File: src/rtl/mem_arb_pkg.sv
// Shared encodings and default sizes for the two-port memory arbiter.
package mem_arb_pkg;

  localparam int MEM_ARB_ADDR_W     = 9;
  localparam int MEM_ARB_DATA_W     = 32;
  localparam int MEM_ARB_STARVE_MAX = 4;

  typedef enum logic [1:0] {
    S_IDLE = 2'b00,
    S_ACC  = 2'b01,
    S_RSP  = 2'b10
  } state_e;

  typedef enum logic {
    OWN_CPU = 1'b0,
    OWN_LDR = 1'b1
  } owner_e;

endpackage

File: src/rtl/mem_arb_prio.sv
// Fixed CPU priority with a starvation counter that forces a loader grant.
module mem_arb_prio
  import mem_arb_pkg::*;
#(
  parameter int STARVE_MAX = MEM_ARB_STARVE_MAX,
  localparam int CW = $clog2(STARVE_MAX + 1)
) (
  input  logic   clk,
  input  logic   reset,
  input  logic   cpu_req_i,
  input  logic   ldr_req_i,
  input  logic   grant_i,
  output owner_e owner_o
);

  logic [CW-1:0] cnt_q;
  logic [CW-1:0] cnt_d;
  logic          sat;
  logic          both;

  always_comb begin
    sat  = (cnt_q == CW'(STARVE_MAX));
    both = cpu_req_i & ldr_req_i;
    if (ldr_req_i && (!cpu_req_i || sat))
      owner_o = OWN_LDR;
    else
      owner_o = OWN_CPU;
    cnt_d = cnt_q;
    if (grant_i) begin
      if (owner_o == OWN_LDR)
        cnt_d = '0;
      else if (both && !sat)
        cnt_d = cnt_q + CW'(1);
    end
  end

  always_ff @(posedge clk) begin
    if (!reset)
      cnt_q <= '0;
    else
      cnt_q <= cnt_d;
  end

endmodule

File: src/rtl/mem_arbiter.sv
// Two-requester arbiter in front of a single-port RAM with 1-cycle reads.
module mem_arbiter
  import mem_arb_pkg::*;
#(
  parameter int ADDR_W     = MEM_ARB_ADDR_W,
  parameter int DATA_W     = MEM_ARB_DATA_W,
  parameter int STARVE_MAX = MEM_ARB_STARVE_MAX
) (
  input  logic              clk,
  input  logic              reset,
  input  logic              cpu_req,
  input  logic              cpu_we,
  input  logic [ADDR_W-1:0] cpu_addr,
  input  logic [DATA_W-1:0] cpu_wdata,
  output logic              cpu_ack,
  output logic [DATA_W-1:0] cpu_rdata,
  input  logic              ldr_req,
  input  logic              ldr_we,
  input  logic [ADDR_W-1:0] ldr_addr,
  input  logic [DATA_W-1:0] ldr_wdata,
  output logic              ldr_ack,
  output logic [DATA_W-1:0] ldr_rdata,
  output logic [ADDR_W-1:0] ram_addr,
  output logic [DATA_W-1:0] ram_wdata,
  output logic              ram_wren,
  output logic              ram_rden,
  input  logic [DATA_W-1:0] ram_q,
  output logic              busy
);

  state_e            state_q;
  owner_e            own_q;
  logic              we_q;
  logic [ADDR_W-1:0] addr_q;
  logic [DATA_W-1:0] wdata_q;
  logic              wren_q;
  logic              rden_q;
  logic              cpu_ack_q;
  logic              ldr_ack_q;
  logic [DATA_W-1:0] cpu_rdata_q;
  logic [DATA_W-1:0] ldr_rdata_q;

  owner_e            win;
  logic              grant;
  logic              win_we;
  logic [ADDR_W-1:0] win_addr;
  logic [DATA_W-1:0] win_wdata;
  logic              rd_rsp;

  assign grant = (state_q == S_IDLE) & (cpu_req | ldr_req);

  mem_arb_prio #(
    .STARVE_MAX(STARVE_MAX)
  ) u_prio (
    .clk      (clk),
    .reset    (reset),
    .cpu_req_i(cpu_req),
    .ldr_req_i(ldr_req),
    .grant_i  (grant),
    .owner_o  (win)
  );

  always_comb begin
    win_we    = cpu_we;
    win_addr  = cpu_addr;
    win_wdata = cpu_wdata;
    if (win == OWN_LDR) begin
      win_we    = ldr_we;
      win_addr  = ldr_addr;
      win_wdata = ldr_wdata;
    end
  end

  always_ff @(posedge clk) begin
    if (!reset) begin
      state_q     <= S_IDLE;
      own_q       <= OWN_CPU;
      we_q        <= 1'b0;
      addr_q      <= '0;
      wdata_q     <= '0;
      wren_q      <= 1'b0;
      rden_q      <= 1'b0;
      cpu_ack_q   <= 1'b0;
      ldr_ack_q   <= 1'b0;
      cpu_rdata_q <= '0;
      ldr_rdata_q <= '0;
    end else begin
      wren_q    <= 1'b0;
      rden_q    <= 1'b0;
      cpu_ack_q <= 1'b0;
      ldr_ack_q <= 1'b0;
      unique case (state_q)
        S_IDLE: begin
          if (grant) begin
            state_q <= S_ACC;
            own_q   <= win;
            we_q    <= win_we;
            addr_q  <= win_addr;
            wdata_q <= win_wdata;
            wren_q  <= win_we;
            rden_q  <= !win_we;
          end
        end
        S_ACC: begin
          state_q   <= S_RSP;
          cpu_ack_q <= (own_q == OWN_CPU);
          ldr_ack_q <= (own_q == OWN_LDR);
        end
        S_RSP: begin
          state_q <= S_IDLE;
          if (!we_q && own_q == OWN_CPU)
            cpu_rdata_q <= ram_q;
          if (!we_q && own_q == OWN_LDR)
            ldr_rdata_q <= ram_q;
        end
        default: state_q <= S_IDLE;
      endcase
    end
  end

  // RAM q only arrives in RSP, so read data bypasses the hold register then
  assign rd_rsp = (state_q == S_RSP) & !we_q;

  assign cpu_rdata = (rd_rsp && own_q == OWN_CPU) ? ram_q : cpu_rdata_q;
  assign ldr_rdata = (rd_rsp && own_q == OWN_LDR) ? ram_q : ldr_rdata_q;
  assign cpu_ack   = cpu_ack_q;
  assign ldr_ack   = ldr_ack_q;
  assign ram_addr  = addr_q;
  assign ram_wdata = wdata_q;
  assign ram_wren  = wren_q;
  assign ram_rden  = rden_q;
  assign busy      = (state_q != S_IDLE);

endmodule

File: config.mk
export PLATFORM = sky130hd
export DESIGN_NAME = mem_arbiter
export DESIGN_NICKNAME = d
export VERILOG_FILES = /design/src/rtl/mem_arb_pkg.sv /design/src/rtl/mem_arb_prio.sv /design/src/rtl/mem_arbiter.sv
export SDC_FILE = /design/constraint.sdc
export NUM_CORES = 1
export LEC_CHECK = 0
export BUFFER_PORTS_ARGS = -buffer_cell sky130_fd_sc_hd__buf_4
export CORE_MARGIN = 1.5
export CORE_UTILIZATION = 51
export CTS_BUF_LIST = sky130_fd_sc_hd__clkbuf_8
export DETAILED_ROUTE_END_ITERATION = 10
export PLACE_DENSITY_LB_ADDON = 0.1
export SLEW_MARGIN = 20
export SYNTH_ARGS = -nofsm -noshare
export SYNTH_HDL_FRONTEND = slang
export SYNTH_SLANG_ARGS = --single-unit
File: constraint.sdc
create_clock -name clk -period 5.3 [get_ports clk]
set_clock_uncertainty 0.15 [all_clocks]
set_input_delay 0.265 -clock clk [delete_from_list [all_inputs] [get_ports clk]]
set_output_delay 0.265 -clock clk [all_outputs]
set_load 0.01 [all_outputs]
==> reports/metrics.cfg <==
[grt]
grt_pass1_wl_mm = 21.2
globalRouteMet2Util_pct = 40.7
overflow = 0
grt_util_met3_pct = 6.55
globalRoute.busiestLayer = met2
grtUsageMet1_pct = 27.8
grt_usage_pct = 23.8
grt_max_degree = 87
first_global_vias = 4534
antenna_found_initial = 0

[logic_synthesis]
seq_area_frac_synth_pct = 43.6
ys_ff_latch = 116
synth_nets = 673
synthCells = 551
netlist_area_sq_um = 5320
syn_area_per_cell_sq_um = 9.66
yosysWarnings = 0
yosys.cell_types.count = 33

[sta]
rsz0062_at_grt = no
post-route-period-util_pct = 51.9
fin_crit_ns = 2.75
maxSlewViolCount = 0
fin_hold_ws_ns = 0.0247
finalSetupViolations = 0
tns_ns = 0
maxSlewHeadroom_pct = 38.9
finalHoldViolCount = 0
fmax_ghz = 0.364
worst_slew_pin_slew_ns = 0.917

[place]
portBuffers = 229
gp_congestion = 0.840
dp_hpwl_mm = 9.14
place_area_sq_um = 6950

[floorplanning]
die-area_sq_um = 11100
die_h_um = 105
rows = 37
ioPinCount = 230
core_sq_um = 10200
start_util_pct = 52.0
die_w_um = 105

[run]
cap_violations = 0

[setup_path]
max_stage_delay_ns = 0.88
critical_path.max_fanout = 32
worstSetupEndpointType = output port
critPathSlowestCell = and4bb_2
cp-start-kind = flip-flop
critPathArrivalTime_ns = 2.33
crit_required_ns = 4.89
critPathKind = reg2out
crit_chain = and4bb_2, mux2_2, buf_4

[route]
via_per_inst = 5.44
vias = 4855
finalWirelength_mm = 13.5
drcViolationCount = 0
dr.pass1.iters = 5
ant_nets = 0
drtIter0Drc = 228
wl_per_cell_um = 15.2

[cts]
cts_hold_buf = 0
cts_resized = 0
cts_setup_buffers = 0
insertion_delay_ns = 0.42
clock-sinks = 116
clockBufferDepth = 2
clk_pin_slew_ns = 0.06
numCtsBuffers = 17
cts_tree = done
root_buffer = clkbuf_8
cts_max_level = 4

[final_layout]
final_common_cell = buf_4
drive_gt1_share_pct = 40.3
layout_common_cells = buf_4, dfxtp_1, nand2_1, and2_1
diodes = 0
nNetsFinal = 866
fin_util_pct = 71.2
finalInstanceArea_sq_um = 7280
areaGrowthSynthToFinish_pct = 36.8

[pwr]
peakVddDrop_mv = 0.158
power.leakage_nw = 3.39
power_mw = 1.98
p_per_area_nw_per_um2 = 271

[run_status]
status = finished, final reports clean

[min_path]
min_path_type = in2reg

flip-flops by register name (all words and copies together), names as in the netlist:
signal,count
ram_wdata,32
u_prio.cnt_q,3
ldr_rdata_q,32
ram_wren,1
own_q,1
ram_rden,1
state_q,2
ram_addr,9
we_q,1
cpu_rdata_q,32
cpu_ack,1
ldr_ack,1
final timing paths:
| check | cells after the start | startpoint | endpoint | slack (ns) |
|---|---|---|---|---|
| setup / recovery | 3 | own_q | ldr_rdata[0] | 2.55 |
| hold / removal | 3 | cpu_we | ram_wren | 0.02 |
| setup reg to reg | 5 | state_q[0] | ram_wdata[25] | 2.67 |
| hold reg to reg | 2 | u_prio.cnt_q[1] | u_prio.cnt_q[1] | 0.33 |
cells in the mapped netlist:
master       n  area [sq um]
dfxtp_1    116          2320
nand2_1     85           319
and2_1      68           425
a2111oi_0   41           359
a221o_1     41           410
nor3_1      41           205
mux2_2      38           428
clkbuf_1    37           139
mux2_1      26           293
buf_2       12          60.1
buf_6       10           113
inv_1        4          15.0
a21oi_1      3          15.0
nand3_1      3          15.0
nor2_1       3          11.3
nor3b_1      3          22.5
buf_1        2          7.51
ha_1         2          25.0
o21ai_0      2          10.0
a21bo_1      1          10.0
a21boi_0     1          7.51
a32o_1       1          10.0
a32oi_1      1          8.76
and4bb_2     1          12.5
clkbuf_2     1          5.00
nand2b_1     1          6.26
nor2b_1      1          6.26
nor4b_4      1          23.8
o21a_1       1          7.51
o2bb2ai_1    1          8.76
or2_1        1          6.26
or3_1        1          6.26
or3b_2       1          8.76
kinds of logic (layout without fill, tap and decap cells):
kind of cell               after synthesis  after routing  share of synthesized area, %
muxes                                   64             64                          13.5
adders and majority gates                2              2                         0.470
AOI/OAI and AO/OA                       93             93                          15.9
DFF                                    116            116                          43.6
and+or+nand+nor                        210            210                          20.1
buffers and inverters                   66            271                          6.37
power by group:
part           switching (mW)  total (mW)  internal (mW)
combinational           0.173       0.359          0.185
sequential             0.0268       0.945          0.918
clock                   0.315       0.672          0.357
total                   0.515        1.98           1.46
per-stage QoR:
| step | setup WS [ns] | cells |
|---|---|---|
| CTS | 2.53 | 892 |
| global placement | 2.76 | 861 |
| finish | 2.55 | 892 |
| floorplan | 3.37 | 551 |
| global route | 2.42 | 892 |
| detailed placement | 2.67 | 861 |
layer usage:
layer | routed length (um) | vias up | part of all wire (%)
li1 | - | 2390 | -
met1 | 5680 | 2278 | 42
met2 | 6870 | 169 | 51
met3 | 751 | 18 | 5.6
met4 | 231 | 0 | 1.7
met5 | 0 | - | 0
layout make-up:
cell class	count	area [sq um]
fill	813	2950
clock inverter	10	43.8
tap	136	170
inverter	4	15.0
clock buffer	21	289
sequential	116	2320
multi-input combinational	369	2670
timing repair buffer	236	1770
critical path: cells and delay by family, from the launching register on:
| kind | cells | cell delay, ns |
|---|---|---|
| simple gates | 1 | 0.88 |
| mux | 1 | 0.44 |
| flops | 1 | 0.43 |
| buf+inv | 1 | 0.15 |
No activity file was read; power rests on OpenSTA's default activity.
